==> src/rtl/fetch_stage_pkg.sv <==
// Shared ISA definitions for the front end: word geometry, opcode map and
// the fetch-stage control state encoding.
package fetch_stage_pkg;

  localparam int unsigned WORD_W      = 16;
  localparam int unsigned OPC_W       = 5;
  localparam int unsigned INSTR_BYTES = 2;

  typedef logic [WORD_W-1:0] word_t;
  typedef logic [OPC_W-1:0]  opcode_t;

  // Opcode map in bits 15:11, shared with decode.
  localparam opcode_t OPC_HALT = 5'b00000;
  localparam opcode_t OPC_NOP  = 5'b00001;
  localparam opcode_t OPC_ADD  = 5'b00010;
  localparam opcode_t OPC_SUB  = 5'b00011;
  localparam opcode_t OPC_AND  = 5'b00100;
  localparam opcode_t OPC_OR   = 5'b00101;
  localparam opcode_t OPC_LD   = 5'b01000;
  localparam opcode_t OPC_ST   = 5'b01001;
  localparam opcode_t OPC_BEQ  = 5'b10000;
  localparam opcode_t OPC_BNE  = 5'b10001;
  localparam opcode_t OPC_JMP  = 5'b11000;
  localparam opcode_t OPC_JAL  = 5'b11001;

  localparam word_t   ISA_RESET_PC = 16'h0000;
  localparam opcode_t ISA_HALT_OPC = OPC_HALT;
  localparam word_t   ISA_NOP      = {OPC_NOP, 11'h000};

  typedef enum logic [1:0] {
    FETCH = 2'd0,
    HOLD  = 2'd1,
    HALT  = 2'd2
  } fetchState_t;

  function automatic opcode_t opcodeOf(input word_t w);
    return w[WORD_W-1 -: OPC_W];
  endfunction

  // Sequential successor; wraps modulo 2^16.
  function automatic word_t nextPc(input word_t pc);
    return pc + word_t'(INSTR_BYTES);
  endfunction

endpackage

==> src/rtl/fetch_stage_buf.sv <==
// Hold buffer: keeps a fetched word (and its valid bit) while decode stalls.
module fetch_buf
  import fetch_stage_pkg::*;
(
  input  logic              clk,
  input  logic              rst,
  input  logic              load,
  input  logic              clear,
  input  logic [WORD_W-1:0] dataIn,
  output logic              holdValid,
  output logic [WORD_W-1:0] holdWord
);

  // Clear wins over load so a redirect always empties the buffer.
  always_ff @(posedge clk) begin
    if (rst) begin
      holdValid <= 1'b0;
      holdWord  <= '0;
    end else if (clear) begin
      holdValid <= 1'b0;
      holdWord  <= '0;
    end else if (load) begin
      holdValid <= 1'b1;
      holdWord  <= dataIn;
    end
  end

endmodule

==> src/rtl/fetch_stage.sv <==
// Instruction fetch: one outstanding memory request, a one-entry hold buffer
// for decode back-pressure, redirect with in-flight response discard, halt.
module fetch_stage
  import fetch_stage_pkg::*;
#(
  parameter logic [WORD_W-1:0] RESET_PC = ISA_RESET_PC,
  parameter logic [OPC_W-1:0]  HALT_OPC = ISA_HALT_OPC
) (
  input  logic              clk,
  input  logic              rst,
  output logic              imem_req,
  output logic [WORD_W-1:0] imem_addr,
  input  logic              imem_ready,
  input  logic [WORD_W-1:0] imem_data,
  output logic              instr_valid,
  output logic [WORD_W-1:0] instr,
  output logic [WORD_W-1:0] pc_plus2,
  input  logic              instr_stall,
  input  logic              redirect,
  input  logic [WORD_W-1:0] redirect_pc,
  output logic              halted
);

  fetchState_t state, stateNext;
  word_t       pc, pcNext;
  word_t       dropAddr, dropAddrNext;
  logic        dropPending, dropPendingNext;

  logic        bufLoad, bufClear, holdValid;
  word_t       holdWord;

  logic        reqActive, present, transfer, inHalt;
  word_t       addrSel, presentWord;

  fetch_buf u_buf (
    .clk       (clk),
    .rst       (rst),
    .load      (bufLoad),
    .clear     (bufClear),
    .dataIn    (imem_data),
    .holdValid (holdValid),
    .holdWord  (holdWord)
  );

  // State register.
  always_ff @(posedge clk) begin
    if (rst) begin
      state       <= FETCH;
      pc          <= RESET_PC;
      dropPending <= 1'b0;
      dropAddr    <= '0;
    end else begin
      state       <= stateNext;
      pc          <= pcNext;
      dropPending <= dropPendingNext;
      dropAddr    <= dropAddrNext;
    end
  end

  // Next-state and datapath control.
  always_comb begin
    stateNext       = state;
    pcNext          = pc;
    dropPendingNext = dropPending;
    dropAddrNext    = dropAddr;
    bufLoad         = 1'b0;
    bufClear        = 1'b0;
    reqActive       = 1'b0;
    addrSel         = pc;
    present         = 1'b0;
    presentWord     = '0;
    inHalt          = 1'b0;
    transfer        = 1'b0;

    unique case (state)
      FETCH: begin
        reqActive   = 1'b1;
        // A squashed request keeps its original address until it returns.
        if (dropPending) addrSel = dropAddr;
        present     = imem_ready && !dropPending;
        presentWord = imem_data;
      end
      HOLD: begin
        present     = holdValid;
        presentWord = holdWord;
      end
      HALT: begin
        inHalt = 1'b1;
      end
      default: begin
        stateNext = FETCH;
      end
    endcase

    transfer = present && !instr_stall && !redirect;

    if (redirect) begin
      pcNext    = redirect_pc;
      bufClear  = 1'b1;
      stateNext = FETCH;
      // Still waiting on memory: the in-flight response must be thrown away.
      if (state == FETCH && !imem_ready) begin
        dropPendingNext = 1'b1;
        dropAddrNext    = dropPending ? dropAddr : pc;
      end else begin
        dropPendingNext = 1'b0;
      end
    end else if (transfer) begin
      pcNext    = nextPc(pc);
      bufClear  = 1'b1;
      stateNext = (opcodeOf(presentWord) == HALT_OPC) ? HALT : FETCH;
    end else if (present && state == FETCH) begin
      bufLoad   = 1'b1;
      stateNext = HOLD;
    end else if (state == FETCH && dropPending && imem_ready) begin
      dropPendingNext = 1'b0;
    end
  end

  // Decode-facing and memory-facing outputs; reset forces them quiet.
  always_comb begin
    imem_req    = reqActive && !rst;
    imem_addr   = addrSel;
    instr_valid = present && !redirect && !rst;
    instr       = instr_valid ? presentWord : '0;
    pc_plus2    = instr_valid ? nextPc(pc) : '0;
    halted      = inHalt && !rst;
  end

  // Protocol guards: request address stable while outstanding, quiet when halted.
  reqAddrStable: assert property (@(posedge clk) disable iff (rst)
    (imem_req && !imem_ready) |=> (imem_req && $stable(imem_addr)));

  haltQuiet: assert property (@(posedge clk) disable iff (rst)
    halted |-> (!imem_req && !instr_valid));

  holdNoReq: assert property (@(posedge clk) disable iff (rst)
    (state == HOLD) |-> !imem_req);

endmodule

==> config.mk <==
export PLATFORM = sky130hd
export DESIGN_NAME = fetch_stage
export DESIGN_NICKNAME = d
export VERILOG_FILES = /design/src/rtl/fetch_stage_pkg.sv /design/src/rtl/fetch_stage_buf.sv /design/src/rtl/fetch_stage.sv
export SDC_FILE = /design/constraint.sdc
export NUM_CORES = 1
export LEC_CHECK = 0
export CAP_MARGIN = 20
export CORE_MARGIN = 8
export CORE_UTILIZATION = 51
export CTS_CLUSTER_DIAMETER = 80
export DETAILED_ROUTE_END_ITERATION = 8
export GPL_TIMING_DRIVEN = 0
export PLACE_DENSITY = 0.93
export SYNTH_ARGS = -nofsm -noshare
export SYNTH_HDL_FRONTEND = slang
export SYNTH_SLANG_ARGS = --single-unit
==> constraint.sdc <==
create_clock -name clk -period 4.8 [get_ports clk]
set_input_delay 0.96 -clock clk [delete_from_list [all_inputs] [get_ports clk]]
set_output_delay 0.96 -clock clk [all_outputs]
set_load 0.02 [all_outputs]
# Word-level counts from Yosys, hierarchy flattened

Index checks and enable logic that the tools add are counted.

Flip-flop bits (word level): 52
Bits of input ports: 37
Output and inout bits: 51
Logic and storage cells: 61

Add/subtract/negate cells: 1
Equal/unequal tests: 5
Multiplexer cells: 24
Reduce and logical (&&, ||, !) cells: 25

Operator list:

| cell                                                  | number |
|---|---|
| 2-to-1 mux 16 bit                                     | 6 |
| one-hot mux 16 bit (2 select lines)                   | 1 |
| adder 16 x 2 -> 16 bit, second input constant         | 1 |
| 2-to-1 mux 1 bit                                      | 12 |
| logical AND 1 bit                                     | 11 |
| 2-to-1 mux 2 bit                                      | 4 |
| zero test 1 bit                                       | 5 |
| zero test 5 bit                                       | 1 |
| inequality test 2 bit, second input constant          | 2 |
| nonzero test 2 bit                                    | 2 |
| OR reduction 2 bit                                    | 2 |
| inequality test 3 x 1 -> 1 bit, second input constant | 1 |
| AND reduction 3 bit                                   | 1 |
| OR reduction 3 bit                                    | 1 |
| equality test 2 x 1 -> 1 bit, second input constant   | 1 |
| equality test 2 bit, second input constant            | 1 |
| zero test 2 bit                                       | 1 |
| one-hot mux 1 bit (2 select lines)                    | 1 |
| AND reduction 2 bit                                   | 1 |

# Logic depth before layout (Yosys ltp)

Gate-level depths: netlist of run 1.

Depth after elaboration: 8
Mapped depth: 7
Depth with buffers taken out: 5

# Cells and area by module

A second synthesis of run 1 with hierarchy kept.

Cells, all modules: 356
Area, all modules: 3004.1 sq um

Modules (own cells, without submodules):

| module      | times used | cells an instance | area each (sq um) | seq. area each (sq um) |
|---|---|---|---|---|
| fetch_stage | 1          | 300               | 2381.0            | 700.7 |
| fetch_buf   | 1          | 56                | 623.1             | 340.3 |

# Worst setup path after synthesis of run 1

No wires, ideal clock.

Kind: input -> output
Start: in imem_ready
End: out pc_plus2[12]
Data arrival time: 2.316 ns
Required time: 3.840 ns
Slack: 1.524 ns
Stages: 5
Buffers on the path: 2
Cells stage by stage: nor4b_1 -> clkbuf_1 -> o21ai_0 -> clkbuf_1 -> a21oi_1

Cells in the longest elaborated chain, start to end: 5

RTL lines:

| what                               | line               | source |
|---|---|---|
| start, declared                    | fetch_stage.sv:13  | `input logic imem_ready,` |
| logical AND 1 bit                  | fetch_stage.sv:80  | `present = imem_ready && !dropPending;` |
| one-hot mux 1 bit (2 select lines) | fetch_stage.sv:75  | `unique case (state)` |
| logical AND 1 bit (2 in series)    | fetch_stage.sv:124 | `instr_valid = present && !redirect && !rst;` |
| 2-to-1 mux 16 bit                  | fetch_stage.sv:126 | `pc_plus2 = instr_valid ? nextPc(pc) : '0;` |
| end, declared                      | fetch_stage.sv:17  | `output logic [WORD_W-1:0] pc_plus2,` |

Every way passes these cells.

# Worst setup path in the final report of run 1

Start: in imem_ready
End: out pc_plus2[10]

The elaborated chain is that of the path after synthesis.

==> flow_summary.toml, run 1 <==
[power]
power_frac_comb_pct = 23.1
pwr_dens_nw_per_um2 = 261.7
ir_worst_vdd_mv = 0.1833
cellInternalPower_w = 0.0007353
power_leakage_nw = 1.375
sequentialPowerShare_pct = 45.5
p_total_w = 0.001038
p_sw_share_pct = 29.19
pwr-share-clk_pct = 31.4
total_switching_power_w = 0.0003032

[floorplan]
floorplan.die_area_sq_um = 8368
effective_utilization_at_floorplan_pct = 52.76
chipWidth_um = 91.48
placeableCoreArea_sq_um = 5507
fp_rows = 27
die_h_um = 91.48
io-pin-count = 88

[synthesis]
ys_ff_latch = 52
synth_cell_types = 46
synth_fa_ha_area_share_pct = 0.4307
synthFlopType = "dfxtp_1"
synth_xor_area_share_pct = 3.316
synth.top_cell.area_share_pct = 35.83
synth_top_family_by_area = "simple AND/OR/NAND/NOR gates"
synth_largest_area_cell = "dfxtp_1"
synth.area.mux_share_pct = 11.28
simple_gate_fraction_of_synth_area_pct = 22.18
synth.top_cells.by_area = "dfxtp_1, o221a_2, mux2i_1"
synth-warning-count = 0
synth_compound_gate_area_share_pct = 20.54
asyncSetResetFlopFracSynth_pct = 0
synth_area_per_cell_sq_um = 8.277
netlist_area_pre_place_sq_um = 2905
synth-edff-count = 0
syn_inst = 351
synthTopCellsByCount = "dfxtp_1, nor2_1, nand2_1, a21oi_1, clkbuf_1"
mappedNetlistNets = 389
yosysMostFrequentCell = "dfxtp_1"
synth-seq-area-share_pct = 35.83

[placement]
postPlaceCellArea_sq_um = 3846
post-place-ws_ns = 0.1557
place.detailed.hpwl_um = 6782
port-buffer-count = 85
gp_congestion = 0.9057

[critical_path]
startpoint_type = "primary input"
critical_path_arrival_ns = 3.58
setup.worst_path.end_class = "output pin"
crit_required_ns = 3.84
reg2reg_from = "pc[1]"
path_class = "primary input to output pin"
r2r_end = "pc[15]"
worst_case_reg_to_reg_path_depth = 6
reg2reg_slack_ns = 2.33
worst_path_max_fanout = 10

[timing]
maxClockFrequency_mhz = 220.3
report.final.setup_viol = 0
unrepaired_setup_endpoints_after_global_routing = "no"
drv_slew = 0
layout_min_cycle_time_ns = 4.539
fin_skew_ns = 0.01037
report.final.hold_viol_count = 0
fin_setup_tns_ns = 0
final_worst_path_cycle_share_pct = 94.56
timing.max_slew.rel_slack_pct = 36.43
tightestPinTransition_ns = 0.9515
timing.final.ws_setup_ns = 0.2613
hold-worst-slack_ns = 0.4568

[clock_network]
number_of_buffers_between_clock_root_and_the_deepest_sink = 2
htreeDepth = 2
cts-buffers-inserted = 5
postCtsHoldBufs = 0
clock_tree_sinks = 52
cts_root_buffer = "clkbuf_8"
cts_resized = 0
cts_tree = "built"
cts_setup_buffers = 0
cts.clk_slew.worst_paths_ns = 0.10
clk_latency_ns = 0.31

[cells_and_area]
antennaDiodeCount = 0
final_layout_size_suffix_gt1_share_pct = 12.61
fillers = 415
final_design_area_no_fill_sq_um = 3969
area_growth_syn_to_layout_pct = 36.61
finalNetCount = 481

[detailed_routing]
antenna_violating_nets_post_route = 0
routed_via_density = 6.052
dr_total_vias = 3123
first_iter_violations = 224
routed_wire_length_per_instance_um = 18.15
drc = 0
drt-pass1-iter-count = 5
routed_wirelength_um = 9365

[grt]
first_global_vias = 3129
overflow = 0
initial_antenna_violation_count = 0
grt_max_degree = 17
grt.total_usage_pct = 21.53
grt_pass1_wl_um = 15070

[flow_run]
max_cap_violations = 0

[hold_path]
worst_hold_startpoint = "dropAddr[15]"
whs_path_depth = 2
class_of_the_tightest_hold_or_removal_check = "flop to flop"
hold_end = "dropAddr[15]"

[outcome]
run_status = "finished, final reports clean"
[area by class of cell]
type / instances / area [sq um] / area share (%)
flip-flops and latches: 52 / 1041 / 26.23
clock inverters: 2 / 38.79 / 0.9773
multi-input cells: 254 / 1678 / 42.28
well taps: 72 / 90.09 / 2.270
inverters: 10 / 37.54 / 0.9458
repair buffers: 85 / 850.8 / 21.44
clock buffers: 6 / 82.58 / 2.081
plain buffers: 35 / 150.1 / 3.783
[flip-flops by register name, indices dropped and copies added (netlist names)]
signal           flops
pc                  16
u_buf.holdWord      16
dropPending          1
u_buf.holdValid      1
dropAddr            16
state                2
[worst max-delay path by stage]
stage	cells after the start	slack, ns	from	end
final	7	0.26	imem_ready	pc_plus2[10]
after global routing	7	0.08	imem_ready	instr[14]
after CTS	7	0.15	imem_ready	pc_plus2[14]
after detailed placement	7	0.16	imem_ready	pc_plus2[14]
after global placement	7	0.22	imem_ready	pc_plus2[14]
after floorplan	5	1.52	imem_ready	pc_plus2[12]
[per-stage QoR]
stage               cells  util (%)
global placement      508     69.85
floorplan             351         -
CTS                   516     72.05
finish                516     72.07
detailed placement    508     69.85
global route          516     72.07
[kinds of logic (layout without fill, tap and decap cells)]
| group | count (synthesis) | in the layout |
|---|---|---|
| AO/OA/AOI/OAI | 79 | 79 |
| XOR/XNOR | 11 | 11 |
| adder cells (fa/ha/maj) | 1 | 1 |
| buffers and inverters | 45 | 138 |
| flip-flops | 52 | 52 |
| multiplexers | 31 | 31 |
| AND/OR/NAND/NOR | 132 | 132 |
[cell usage in the layout, fill, tap and decap left out, types with 5 or more instances in the layout]
master	n
clkbuf_8	6
nor2_1	42
a21oi_1	21
nand3_1	5
dfxtp_1	52
clkdlybuf4s50_1	85
o31ai_1	5
mux2i_1	17
xnor2_1	9
o221a_2	16
o21ai_0	10
a211oi_1	6
a311oi_1	8
nand2_1	41
or4_1	7
buf_2	9
clkbuf_1	18
mux2_2	14
inv_1	10
[layer usage]
metal / vias to the layer above / share of wire [%] / global-route usage (%)
met5: - / 0 / 0
met3: 23 / 8.1 / 4.691
li1: 1456 / - / -
met4: 0 / 2.6 / 10.10
met1: 1475 / 40 / 25.16
met2: 169 / 49 / 36.49
[critical path, stage by stage]
cell,delay [ns]
clkdlybuf4s50_1,0.52
nor4b_1,0.39
clkbuf_2,0.31
o21ai_0,0.23
clkbuf_1,0.31
nor2_1,0.22
clkdlybuf4s50_1,0.64
[power groups by stage]
stage,clock network [W],registers (W),logic (W)
detailed placement,0,0.000481,0.000236
global placement,0,0.000480,0.000230
floorplan,0,0.000476,0.000138
global route,0.000339,0.000475,0.000256
CTS,0.000324,0.000472,0.000238
finish,0.000326,0.000473,0.000240
Note: power is estimated with default switching activity, not from simulation.
==> run 2, diff against run 1 <==
--- a/config.mk
+++ b/config.mk
@@ -6,6 +6,7 @@
 export NUM_CORES = 1
 export LEC_CHECK = 0
 export CAP_MARGIN = 20
+export CORE_ASPECT_RATIO = 0.8
 export CORE_MARGIN = 8
 export CORE_UTILIZATION = 51
 export CTS_CLUSTER_DIAMETER = 80
==> run 2 against run 1 <==
Combinational power about the same. Final area is 0.16% lower. Setup slack worse by 0.0097 ns. Global-route usage increased by 0.15 points. Cell count grew 1.2%. Non-clock buffer count unchanged. Critical path depth unchanged. Power decreased by 2.6%. Die area grew 0.18%.
==> flow_summary.toml, run 2 (synthesis gave the netlist of run 1 again) <==
[detailed_routing]
antenna_violating_nets_post_route = 0
met2_wirelength_um = 4175
dr_total_vias = 3078
routed-wl-met3_um = 764
maxUsedRoutingLayer = "met4"
routed_wire_length_per_instance_um = 17.38
detail_route.wirelength.met1_um = 3979
first_iter_violations = 291
drt-pass1-iter-count = 6
routed_wirelength_um = 9071
routed_via_density = 5.897
drc = 0

[placement]
port-buffer-count = 85
gp_congestion = 0.8987
place.detailed.hpwl_um = 6592
post-place-ws_ns = 0.1816
dp.cells = 514

[hold_path]
whs_path_depth = 2
worst_hold_startpoint = "dropAddr[8]"
hold_end = "dropAddr[8]"
class_of_the_tightest_hold_or_removal_check = "flop to flop"

[critical_path]
reg2reg_from = "pc[1]"
critical_path_arrival_ns = 3.59
crit_path_cell_trace = "clkdlybuf4s50_1, nor4b_1, clkbuf_2, o21ai_0, clkbuf_1, a21oi_1, clkdlybuf4s50_1"
path_class = "primary input to output pin"
crit_required_ns = 3.84
reg2reg_slack_ns = 2.38
setup.worst_path.end_class = "output pin"
startpoint_type = "primary input"
slowest_delay_ns = 0.65
worst_path_most_repeated_cell = "clkdlybuf4s50_1"
worst_path_max_fanout = 10
worst_case_reg_to_reg_path_depth = 6
r2r_end = "pc[15]"
timing.critical_path.slowest_stage_cell = "clkdlybuf4s50_1"

[clock_network]
cts.clk_slew.worst_paths_ns = 0.09
clock_tree_sinks = 52
cts_tree = "built"
clk_latency_ns = 0.31
htreeDepth = 2
cts_root_buffer = "clkbuf_8"
postCtsHoldBufs = 0
number_of_buffers_between_clock_root_and_the_deepest_sink = 2
cts-buffers-inserted = 5

[timing]
timing.final.ws_setup_ns = 0.2516
maxClockFrequency_mhz = 219.9
report.final.setup_viol = 0
timing.max_slew.rel_slack_pct = 36.83
final_worst_path_cycle_share_pct = 94.76
fin_skew_ns = 0.004223
layout_min_cycle_time_ns = 4.548
report.final.hold_viol_count = 0
fin_setup_tns_ns = 0
unrepaired_setup_endpoints_after_global_routing = "no"
tightestPinTransition_ns = 0.9403
drv_slew = 0

[power]
pwr_dens_nw_per_um2 = 255.3
cellInternalPower_w = 0.0007193
pwr-share-clk_pct = 29.8
p_sw_share_pct = 28.90
power_frac_comb_pct = 23.6
p_total_w = 0.001012
sequentialPowerShare_pct = 46.6
ir_worst_vdd_mv = 0.2163
power_leakage_nw = 1.369
total_switching_power_w = 0.0002924

[grt]
grt_max_degree = 16
overflow = 0
grt_pass1_wl_um = 14970
initial_antenna_violation_count = 0
first_global_vias = 2977
grt.total_usage_pct = 21.68

[floorplan]
effective_utilization_at_floorplan_pct = 53.16
placeableCoreArea_sq_um = 5465
fp_rows = 24
chipWidth_um = 100.4
floorplan.die_area_sq_um = 8383
die_h_um = 83.51
io-pin-count = 88

[flow_run]
max_cap_violations = 0

[cells_and_area]
leading_cell_type_in_the_layout_fill_and_taps_excluded = "clkdlybuf4s50_1"
largestRegisters = "dropAddr (16), pc (16), u_buf.holdWord (16)"
area_growth_syn_to_layout_pct = 36.39
antennaDiodeCount = 0
fin_cells = 522
final_layout_size_suffix_gt1_share_pct = 12.39
finalNetCount = 481
fin_util_pct = 72.50
most-common-layout-cells = "clkdlybuf4s50_1, dfxtp_1, nor2_1"

[outcome]
run_status = "finished, final reports clean"
## run 2: cell count changes in the layout (fill, tap and decap cells not counted)
cell,previous run,this run
clkbuf_1,18,19
clkbuf_8,6,5
clkinv_2,0,1
clkinv_4,1,0
## run 2: how the worst max path moves through the flow
stage / startpoint / to / cells after the start
finish: imem_ready / pc_plus2[14] / 7
global route: imem_ready / pc_plus2[14] / 7
CTS: imem_ready / pc_plus2[14] / 7
detailed placement: imem_ready / instr[4] / 7
global placement: imem_ready / pc_plus2[14] / 7
floorplan: imem_ready / pc_plus2[12] / 5
## run 2: per-stage QoR
step / cell area (sq um) / hold slack (ns)
after CTS: 3961 / 0.4599
after detailed placement: 3854 / 0.4466
after global routing: 3963 / 0.4727
after floorplan: 2905 / 0.4329
after global placement: 3854 / 0.4378
final: 3963 / 0.4601
## run 2: power by group through the flow
stage	Combinational (W)	Sequential (W)	Clock (W)
floorplan	0.000138	0.000476	0
global placement	0.000230	0.000479	0
detailed placement	0.000235	0.000480	0
CTS	0.000237	0.000471	0.000300
global route	0.000259	0.000474	0.000318
finish	0.000239	0.000472	0.000301
## run 2: worst max-delay path, delay by kind of cell
family / cells / cell delay, ns
compound gates: 2 / 0.47
simple gates: 1 / 0.36
buf+inv: 4 / 1.80
## run 2: layout make-up
type / instances / area [sq um]
Timing Repair Buffer: 85 / 850.8
Clock inverter: 2 / 35.03
Buffer: 35 / 150.1
Sequential cell: 52 / 1041
Tap cell: 78 / 97.59
Multi-Input combinational cell: 254 / 1678
Fill cell: 430 / 1503
Clock buffer: 6 / 72.57
Inverter: 10 / 37.54
## run 2: what timing repair did
action	4_1_cts	5_1_grt
resized for setup	0	2
buffers inserted	0	0
endpoints found under the setup margin	0	14
## run 2: routing by layer
layer	vias up	global-route usage, %
met5	-	0
met4	0	7.260
met3	14	6.083
met2	143	33.74
met1	1475	27.89
li1	1446	-
==> run 3, diff against run 2 <==
--- a/config.mk
+++ b/config.mk
@@ -7,7 +7,7 @@
 export LEC_CHECK = 0
 export CAP_MARGIN = 20
 export CORE_ASPECT_RATIO = 0.8
-export CORE_MARGIN = 8
+export CORE_MARGIN = 4
 export CORE_UTILIZATION = 51
 export CTS_CLUSTER_DIAMETER = 80
 export DETAILED_ROUTE_END_ITERATION = 8
==> run 3 against run 2 <==
Wire length is 0.11% lower. Global-route usage is 5.1 points higher. Clock power is 6% higher. Register-to-register slack worse by 0.09 ns. Setup slack worse by 0.0066 ns. Die area is 17% lower. Sequential power hardly changed. Cell count stayed put. Non-clock buffer count stayed put. Maximum frequency is 0.15% lower. Critical path depth stayed put. Critical endpoint unchanged. Largest cell class unchanged. Highest routed layer unchanged.
==> flow_summary.toml, run 3 (synthesis gave the netlist of run 1 again) <==
[detailed_routing]
antenna_violating_nets_post_route = 0
routed_via_density = 5.891
dr_total_vias = 3075
drt-pass1-iter-count = 5
first_iter_violations = 329
drc = 0
routed_wire_length_per_instance_um = 17.36
routed_wirelength_um = 9061

[cells_and_area]
antennaDiodeCount = 0
fin_util_pct = 72.25
area_growth_syn_to_layout_pct = 36.65
leading_cell_type_in_the_layout_fill_and_taps_excluded = "clkdlybuf4s50_1"
most-common-layout-cells = "clkdlybuf4s50_1, dfxtp_1, nor2_1"
final_layout_size_suffix_gt1_share_pct = 12.61
finalNetCount = 481
largestRegisters = "dropAddr (16), pc (16), u_buf.holdWord (16)"

[power]
pwr_dens_nw_per_um2 = 260.1
power_frac_comb_pct = 23.3
cellInternalPower_w = 0.0007220
sequentialPowerShare_pct = 45.7
pwr-share-clk_pct = 31.0
ir_worst_vdd_mv = 0.1819
power_leakage_nw = 1.368
total_switching_power_w = 0.0003105
p_sw_share_pct = 30.08

[floorplan]
fp_rows = 24
io-pin-count = 88
effective_utilization_at_floorplan_pct = 52.87
chipWidth_um = 92.39
die_h_um = 75.51
placeableCoreArea_sq_um = 5495
floorplan.die_area_sq_um = 6976

[clock_network]
postCtsHoldBufs = 0
cts-buffers-inserted = 5
htreeDepth = 2
cts.clk_slew.worst_paths_ns = 0.10
clock_tree_sinks = 52
number_of_buffers_between_clock_root_and_the_deepest_sink = 2
cts_tree = "built"
clk_latency_ns = 0.32
cts_root_buffer = "clkbuf_8"

[grt]
overflow = 0
first_global_vias = 3052
initial_antenna_violation_count = 0
grt_max_degree = 18
grt_pass1_wl_um = 14810
grt.total_usage_pct = 26.78

[critical_path]
setup.worst_path.end_class = "output pin"
worst_path_max_fanout = 10
reg2reg_from = "pc[1]"
critPathLaunch = "imem_ready"
worst_case_reg_to_reg_path_depth = 6
critical_path_arrival_ns = 3.60
path_class = "primary input to output pin"
crit_required_ns = 3.84
startpoint_type = "primary input"

[hold_path]
worst_hold_startpoint = "dropAddr[0]"
class_of_the_tightest_hold_or_removal_check = "flop to flop"
whs_path_depth = 2

[timing]
drv_slew = 0
fin_setup_tns_ns = 0
fin_skew_ns = 0.009522
unrepaired_setup_endpoints_after_global_routing = "no"
layout_min_cycle_time_ns = 4.555
report.final.setup_viol = 0
report.final.hold_viol_count = 0
tightestPinTransition_ns = 1.016
final_worst_path_cycle_share_pct = 94.90
maxClockFrequency_mhz = 219.5
timing.max_slew.rel_slack_pct = 31.77

[placement]
gp_congestion = 0.9336
place.detailed.hpwl_um = 6611
port-buffer-count = 85

[outcome]
run_status = "finished, final reports clean"

[flow_run]
max_cap_violations = 0
==> run 3: cell types whose count changed in the layout (fill, tap and decap cells not counted) <==
cell	delta
clkinv_2	-1
clkbuf_1	-1
clkinvlp_4	+1
inv_6	+1
==> run 3: power by group through the flow <==
stage / Clock, W / Sequential (W) / Combinational, W
after floorplan: 0 / 0.000476 / 0.000138
after global placement: 0 / 0.000479 / 0.000230
after detailed placement: 0 / 0.000481 / 0.000236
after CTS: 0.000316 / 0.000471 / 0.000238
after global routing: 0.000332 / 0.000475 / 0.000258
final: 0.000320 / 0.000472 / 0.000240
==> run 3: timing repair <==
item | in CTS | in global routing
buffers inserted | 0 | 0
endpoints found under the setup margin | 0 | 17
gates resized for setup | 0 | 2
==> run 3: final timing paths <==
path                  end  slack, ns
max          pc_plus2[14]       0.24
min           dropAddr[0]       0.47
max reg2reg        pc[15]       2.29
min reg2reg   dropAddr[0]       0.47
==> run 3: through the flow <==
stage	instances	power, W	hold WS (ns)	worst slack [ns]	instance area [sq um]
after floorplan	351	0.0006136	0.4329	1.524	2905
after global placement	514	0.0007092	0.4384	0.2626	3854
after detailed placement	514	0.0007169	0.4474	0.1554	3854
after CTS	522	0.001025	0.4628	0.1317	3969
after global routing	522	0.001065	0.4797	0.04818	3970
final	522	0.001032	0.4652	0.2450	3970
==> run 3: final cells by class <==
type / instances / area [sq um]
well taps: 78 / 97.59
clock buffers: 5 / 68.82
plain buffers: 35 / 150.1
clock inverters: 3 / 46.29
fillers: 422 / 1525
repair buffers: 85 / 850.8
multi-input cells: 254 / 1678
flip-flops and latches: 52 / 1041
inverters: 10 / 37.54
==> run 3: worst max-delay path, stage by stage <==
cell	delay, ns
clkdlybuf4s50_1	0.52
nor4b_1	0.38
clkbuf_2	0.32
o21ai_0	0.21
clkbuf_1	0.32
a21oi_1	0.25
clkdlybuf4s50_1	0.64
==> run 3: per-layer routing <==
layer	global-route usage (%)	part of all wire, %	wire length (um)	vias up
met2	45.02	46	4175	187
met1	35.64	43	3900	1412
met4	9.555	1.8	161	0
met5	0	0	0	-
li1	-	-	-	1455
met3	4.146	9.1	824	21
